File: config.mk
export PLATFORM = sky130hd
export DESIGN_NAME = dds_sweep_ctrl_flat
export DESIGN_NICKNAME = d
export VERILOG_FILES = /design/src/rtl/dds_sweep_ctrl_if.sv /design/src/rtl/dds_sweep_ctrl.sv /design/src/flat_wrapper.sv
export SDC_FILE = /design/constraint.sdc
export NUM_CORES = 1
export LEC_CHECK = 0
export CAP_MARGIN = 20
export CORE_UTILIZATION = 50
export CTS_CLUSTER_DIAMETER = 60
export DETAILED_ROUTE_END_ITERATION = 10
export PLACE_DENSITY = 0.72
export SLEW_MARGIN = 5
export SYNTH_ARGS = -nofsm -noshare
export SYNTH_HDL_FRONTEND = slang
export SYNTH_SLANG_ARGS = --single-unit
File: constraint.sdc
create_clock -name clk_i -period 4.9 [get_ports clk_i]
set_input_delay 1.47 -clock clk_i [delete_from_list [all_inputs] [get_ports clk_i]]
set_output_delay 1.47 -clock clk_i [all_outputs]
set_load 0.01 [all_outputs]
File: src/rtl/dds_sweep_ctrl_if.sv
// Control and status bundle between a sweep master and the DDS sweep sequencer.
interface dds_sweep_ctrl_if #(
  parameter int unsigned PHASE_WIDTH = 16,
  parameter int unsigned DWELL_WIDTH = 16
);
  logic                   start_i;
  logic                   abort_i;
  logic                   repeat_i;
  logic [PHASE_WIDTH-1:0] f_start_i;
  logic [PHASE_WIDTH-1:0] f_stop_i;
  logic [PHASE_WIDTH-1:0] f_step_i;
  logic [DWELL_WIDTH-1:0] dwell_i;
  logic [PHASE_WIDTH-1:0] phase_inc_o;
  logic                   busy_o;
  logic                   step_o;
  logic                   done_o;

  modport master (
    output start_i, abort_i, repeat_i, f_start_i, f_stop_i, f_step_i, dwell_i,
    input  phase_inc_o, busy_o, step_o, done_o
  );

  modport slave (
    input  start_i, abort_i, repeat_i, f_start_i, f_stop_i, f_step_i, dwell_i,
    output phase_inc_o, busy_o, step_o, done_o
  );
endinterface

File: src/rtl/dds_sweep_ctrl.sv
// Frequency-sweep sequencer: steps the DDS phase increment from start to stop,
// holding each value for a programmable dwell, optionally repeating.
module dds_sweep_ctrl #(
  parameter int unsigned PHASE_WIDTH = 16,
  parameter int unsigned DWELL_WIDTH = 16
) (
  input  logic              clk_i,
  input  logic              arstn_i,
  dds_sweep_ctrl_if.slave   bus
);
  localparam int unsigned PW = PHASE_WIDTH;
  localparam int unsigned DW = DWELL_WIDTH;

  typedef enum logic {IDLE, SWEEP} state_t;

  state_t        state_q, state_d;
  logic [PW-1:0] cur_q, cur_d;
  logic [DW-1:0] cnt_q, cnt_d;
  logic [PW-1:0] start_q, start_d;
  logic [PW-1:0] stop_q, stop_d;
  logic [PW-1:0] inc_q, inc_d;
  logic [DW-1:0] reload_q, reload_d;
  logic          rpt_q, rpt_d;
  logic          down_q, down_d;
  logic          busy_q, busy_d;
  logic          step_q, step_d;
  logic          done_q, done_d;

  logic [PW:0]   sum_c;
  logic [PW:0]   diff_c;
  logic [PW-1:0] next_c;
  logic [DW-1:0] dwell_rl_c;

  assign bus.phase_inc_o = cur_q;
  assign bus.busy_o      = busy_q;
  assign bus.step_o      = step_q;
  assign bus.done_o      = done_q;

  // Dwell of 0 behaves as 1; the counter holds cycles remaining after the current one.
  assign dwell_rl_c = (bus.dwell_i == '0) ? '0 : bus.dwell_i - DW'(1);

  // Next sweep point, clamped to stop on overshoot, carry-out or borrow.
  always_comb begin
    sum_c  = {1'b0, cur_q} + {1'b0, inc_q};
    diff_c = {1'b0, cur_q} - {1'b0, inc_q};
    if (inc_q == '0) begin
      next_c = stop_q;
    end else if (!down_q) begin
      next_c = (sum_c >= {1'b0, stop_q}) ? stop_q : sum_c[PW-1:0];
    end else begin
      next_c = (diff_c[PW] || (diff_c[PW-1:0] <= stop_q)) ? stop_q : diff_c[PW-1:0];
    end
  end

  always_ff @(posedge clk_i or negedge arstn_i) begin
    if (!arstn_i) begin
      state_q  <= IDLE;
      cur_q    <= '0;
      cnt_q    <= '0;
      start_q  <= '0;
      stop_q   <= '0;
      inc_q    <= '0;
      reload_q <= '0;
      rpt_q    <= 1'b0;
      down_q   <= 1'b0;
      busy_q   <= 1'b0;
      step_q   <= 1'b0;
      done_q   <= 1'b0;
    end else begin
      state_q  <= state_d;
      cur_q    <= cur_d;
      cnt_q    <= cnt_d;
      start_q  <= start_d;
      stop_q   <= stop_d;
      inc_q    <= inc_d;
      reload_q <= reload_d;
      rpt_q    <= rpt_d;
      down_q   <= down_d;
      busy_q   <= busy_d;
      step_q   <= step_d;
      done_q   <= done_d;
    end
  end

  // Next-state and registered-output logic; abort overrides everything.
  always_comb begin
    state_d  = state_q;
    cur_d    = cur_q;
    cnt_d    = cnt_q;
    start_d  = start_q;
    stop_d   = stop_q;
    inc_d    = inc_q;
    reload_d = reload_q;
    rpt_d    = rpt_q;
    down_d   = down_q;
    busy_d   = busy_q;
    step_d   = 1'b0;
    done_d   = 1'b0;

    if (bus.abort_i) begin
      state_d = IDLE;
      cur_d   = '0;
      cnt_d   = '0;
      busy_d  = 1'b0;
    end else begin
      unique case (state_q)
        IDLE: begin
          if (bus.start_i) begin
            start_d  = bus.f_start_i;
            stop_d   = bus.f_stop_i;
            inc_d    = bus.f_step_i;
            reload_d = dwell_rl_c;
            rpt_d    = bus.repeat_i;
            down_d   = (bus.f_stop_i < bus.f_start_i);
            cur_d    = bus.f_start_i;
            cnt_d    = dwell_rl_c;
            step_d   = 1'b1;
            busy_d   = 1'b1;
            state_d  = SWEEP;
          end
        end
        SWEEP: begin
          if (cnt_q != '0) begin
            cnt_d = cnt_q - DW'(1);
          end else if (cur_q != stop_q) begin
            cur_d  = next_c;
            cnt_d  = reload_q;
            step_d = 1'b1;
          end else begin
            done_d = 1'b1;
            if (rpt_q) begin
              cur_d  = start_q;
              cnt_d  = reload_q;
              step_d = 1'b1;
            end else begin
              cur_d   = '0;
              busy_d  = 1'b0;
              state_d = IDLE;
            end
          end
        end
        default: state_d = IDLE;
      endcase
    end
  end
endmodule

File: src/flat_wrapper.sv
// flat-port wrapper written by rule: the top's interface ports become plain ports
module dds_sweep_ctrl_flat 
#(
  parameter int unsigned PHASE_WIDTH = 16,
  parameter int unsigned DWELL_WIDTH = 16
)
  (clk_i, arstn_i, bus_start_i, bus_abort_i, bus_repeat_i, bus_f_start_i, bus_f_stop_i, bus_f_step_i, bus_dwell_i, bus_phase_inc_o, bus_busy_o, bus_step_o, bus_done_o);
  dds_sweep_ctrl_if #(.PHASE_WIDTH(PHASE_WIDTH), .DWELL_WIDTH(DWELL_WIDTH)) bus_i ();
  input  logic clk_i;
  input  logic arstn_i;
  input wire logic [$bits(bus_i.start_i)-1:0] bus_start_i;
  input wire logic [$bits(bus_i.abort_i)-1:0] bus_abort_i;
  input wire logic [$bits(bus_i.repeat_i)-1:0] bus_repeat_i;
  input wire logic [$bits(bus_i.f_start_i)-1:0] bus_f_start_i;
  input wire logic [$bits(bus_i.f_stop_i)-1:0] bus_f_stop_i;
  input wire logic [$bits(bus_i.f_step_i)-1:0] bus_f_step_i;
  input wire logic [$bits(bus_i.dwell_i)-1:0] bus_dwell_i;
  output wire logic [$bits(bus_i.phase_inc_o)-1:0] bus_phase_inc_o;
  output wire logic [$bits(bus_i.busy_o)-1:0] bus_busy_o;
  output wire logic [$bits(bus_i.step_o)-1:0] bus_step_o;
  output wire logic [$bits(bus_i.done_o)-1:0] bus_done_o;
  assign bus_i.start_i = bus_start_i;
  assign bus_i.abort_i = bus_abort_i;
  assign bus_i.repeat_i = bus_repeat_i;
  assign bus_i.f_start_i = bus_f_start_i;
  assign bus_i.f_stop_i = bus_f_stop_i;
  assign bus_i.f_step_i = bus_f_step_i;
  assign bus_i.dwell_i = bus_dwell_i;
  assign bus_phase_inc_o = bus_i.phase_inc_o;
  assign bus_busy_o = bus_i.busy_o;
  assign bus_step_o = bus_i.step_o;
  assign bus_done_o = bus_i.done_o;
  dds_sweep_ctrl #(.PHASE_WIDTH(PHASE_WIDTH), .DWELL_WIDTH(DWELL_WIDTH)) u_core (.clk_i(clk_i), .arstn_i(arstn_i), .bus(bus_i));
endmodule
==> summary.txt <==
Finish
  – Layout area overhead: 18.33%
  – Final core utilization: 0.6106
  – ANT cells: 0
  – Nets: 1236
  – Layout cells sized above 1: 0.07268

Logic synthesis
  – Synth warn: 0
  – Synth area leaders: dfrtp_1 31%, ha_1 13%, o21ai_0 6.2%, nand2_1 5.5%, inv_1 3.5%
  – Top-count cell post-synth: nand2_1
  – Leading area contributor after synthesis: dfrtp_1
  – Number of synthesized register bits: between 100 and 150
  – Number of synthesized flops with an enable pin: 0
  – Share of flip-flops with an asynchronous set or reset: 1.000
  – Post-synth top cells: 122 x nand2_1, 103 x o21ai_0, 102 x dfrtp_1, 83 x ha_1, 78 x inv_1
  – Cells after Synth: 992
  – Register area share after synthesis: 0.3080
  – Synthesized cell area: 8287 um^2
  – Library cells used by synthesis: 81
  – Primary FF master, synth: dfrtp_1
  – Syn Nets: 1146
  – Yosys top cell area share: 0.3080
  – Synthesized area per cell: 8.354 um^2

STA
  – RSZ-0062 raised after global routing: no
  – Tmin final: 4652 ps
  – Setup violators final: 0
  – Highest clock rate: roughly 0.21 GHz
  – Setup TNS: 0 ps
  – Worst Max-Slew Pin Slew: around 780 ps
  – Final slew viol count: 0
  – Final Hold Fails: 0
  – Max_slew headroom: 0.4793
  – Worst hold slack: 476.5 ps
  – Crit share post-route: 0.9493
  – Clock skew: 8.331 ps

Clock tree
  – Clock Latency Late Sink: 360 ps
  – Clk root buf: clkbuf_16
  – CTS buffer count: 9
  – CTS tree: done
  – Total clock sinks: 102
  – Worst-case clock buffer depth: 2
  – Number of H-tree levels: 3
  – Reg clk slew, reported paths: 70 ps

Routing
  – 1st-iter DRT viols: roughly 580
  – Routed WL per cell: 19.16 um
  – Vias/cell: 6.045
  – Routed wire length: between 20000 and 25000 um
  – TritonRoute pass-1 iters: 8
  – Number of remaining DRC errors: 0
  – Post-DRT Antenna Nets: 0
  – DR vias: 7876

Setup path
  – Worst r2r src: u_core.bus.phase_inc_o[0]$_DFFE_PN0P_
  – WS Path Type: reg2reg
  – Reg2Reg Setup Slack: 250 ps
  – CP max FO: 6
  – Required time worst endpoint: 5130 ps
  – Worst Path Arrival: 4880 ps
  – Reg-to-reg critical path endpoint: u_core.bus.phase_inc_o[5]$_DFFE_PN0P_
  – Startpoint Class: flip-flop
  – Setup crit end kind: flip-flop
  – Worst reg2reg path depth: 18

Pwr
  – Clock power frac: 0.201
  – Seq pwr share: 0.328
  – Final Total Pwr: 3.444 mW
  – P_sw: roughly 1.4 mW
  – Sw frac: 0.4151
  – Combinational power share: 0.471
  – Int Pwr: 2.014 mW
  – Max VDD drop: 0.1937 mV
  – Leak pwr: 4.378 nW
  – PwrDens: between 300 and 400 nW/um^2

Die
  – Core Box Area: approximately 16000 um^2
  – Row cnt: 46
  – Die area: 17090 um^2
  – Die W: between 100 and 150 um
  – I/O Pins: 88
  – Die Ht: roughly 130 um
  – Starting Density: 0.5161

GRT
  – Global route total overflow: 0
  – Number of global-route vias before repair: 7464
  – First-pass GRT wire length: approximately 40000 um
  – Antenna violations before repair: 0
  – Largest net degree at the start of global routing: 58
  – Gr usage total: 0.3060

Status
  – Status: complete, no violations

Placement
  – Gpl congestion: 0.9271
  – Post-DP HPWL: a little under 20000 um
  – # port buffers: between 80 and 90

Hold path
  – Hold crit path type: reg2reg
  – HP Start: u_core.reload_q[5]$_DFFE_PN0P_
  – WHS Endpoint: u_core.reload_q[5]$_DFFE_PN0P_
  – Min-Delay Path Depth: 2

Flow run
  – Maximum capacitance violations: 0
cell families after synthesis:
family                   share of synthesized area
adder cells (fa/ha/maj)                     0.1302
AO/OA/AOI/OAI                               0.2413
multiplexers                              0.007851
AND/OR/NAND/NOR                             0.1958
flip-flops                                  0.3080
buffers and inverters                      0.05874
XOR/XNOR                                   0.05813
critical path: stages, from the launching register on:
cell      delay [ps]
dfrtp_1          450
ha_1             250
inv_1             80
fa_2             240
nor2_2            60
o311a_4          340
o311ai_4         300
a21oi_2          130
or4_1            420
nand4_1          130
ha_1             250
a21o_1           170
a211oi_2         210
o21a_1           140
o221ai_1         150
or4_4            600
o21ai_4          120
a21oi_2          150
a221o_1          340
power by group through the flow:
stage	sequential, mW	combinational (mW)	clock [mW]
floorplan	1.10	1.08	0
global placement	1.13	1.56	0
detailed placement	1.14	1.57	0
CTS	1.12	1.58	0.708
global route	1.14	1.79	0.734
finish	1.13	1.62	0.694
routing by layer:
metal	part of all wire	track usage
met1	0.43	0.3935
met2	0.48	0.5219
met3	0.065	0.04682
met4	0.027	0.1082
met5	0	0
repair_timing:
item | in CTS | in global routing
setup endpoints to repair | 0 | 10
buffers inserted | 0 | 1
hold buffers | 0 | 0
gates resized for setup | 0 | 3
how the worst max path moves through the flow:
| stage | startpoint | endpoint | cells past startpoint |
|---|---|---|---|
| finish | u_core.bus.phase_inc_o[0]$_DFFE_PN0P_ | u_core.bus.phase_inc_o[5]$_DFFE_PN0P_ | 18 |
| CTS | u_core.bus.phase_inc_o[0]$_DFFE_PN0P_ | u_core.bus.phase_inc_o[5]$_DFFE_PN0P_ | 18 |
| detailed placement | u_core.bus.phase_inc_o[0]$_DFFE_PN0P_ | u_core.bus.phase_inc_o[5]$_DFFE_PN0P_ | 18 |
| global route | u_core.bus.phase_inc_o[0]$_DFFE_PN0P_ | u_core.bus.phase_inc_o[5]$_DFFE_PN0P_ | 18 |
| floorplan | u_core.bus.phase_inc_o[0]$_DFFE_PN0P_ | u_core.bus.phase_inc_o[1]$_DFFE_PN0P_ | 19 |
| global placement | u_core.bus.phase_inc_o[0]$_DFFE_PN0P_ | u_core.bus.phase_inc_o[5]$_DFFE_PN0P_ | 18 |
registers in the layout, summed over array words and instances (netlist names):
signal	count
u_core.stop_q	16
u_core.bus.phase_inc_o	16
u_core.bus.busy_o	1
u_core.cnt_q	16
u_core.rpt_q	1
u_core.state_q	1
u_core.reload_q	16
u_core.bus.done_o	1
u_core.bus.step_o	1
u_core.inc_q	16
u_core.down_q	1
u_core.start_q	16
cell usage in the layout, fill, tap and decap left out, types with 14 or more instances in the layout:
| cell | count |
|---|---|
| nand2_1 | 121 |
| o21ai_0 | 103 |
| dfrtp_1 | 102 |
| clkdlybuf4s50_1 | 86 |
| ha_1 | 83 |
| inv_1 | 78 |
| nor2_1 | 66 |
| a21oi_1 | 43 |
| buf_4 | 34 |
| xnor2_1 | 29 |
| xor2_1 | 26 |
| nor3_1 | 21 |
| a221o_1 | 19 |
| nor4_1 | 17 |
| nand2b_1 | 15 |
| o21a_1 | 14 |
metrics by stage:
step / cell area [um^2] / std cells / worst slack [ps]
detailed placement: 9519 / 1286 / 213.7
global route: 9806 / 1303 / 68.19
floorplan: 8287 / 992 / 593.0
finish: 9806 / 1303 / 248.2
global placement: 9519 / 1286 / 335.8
CTS: 9787 / 1302 / 158.4
final cells by class:
cell class / count / area (um^2)
multi-input cells: 769 / 5266
clock buffers: 12 / 236.5
clock inverters: 4 / 31.28
repair buffers: 122 / 1156
fillers: 1438 / 6252
flip-flops and latches: 102 / 2552
inverters: 78 / 292.8
well taps: 216 / 270.3
No activity file was read; power rests on OpenSTA's default activity.
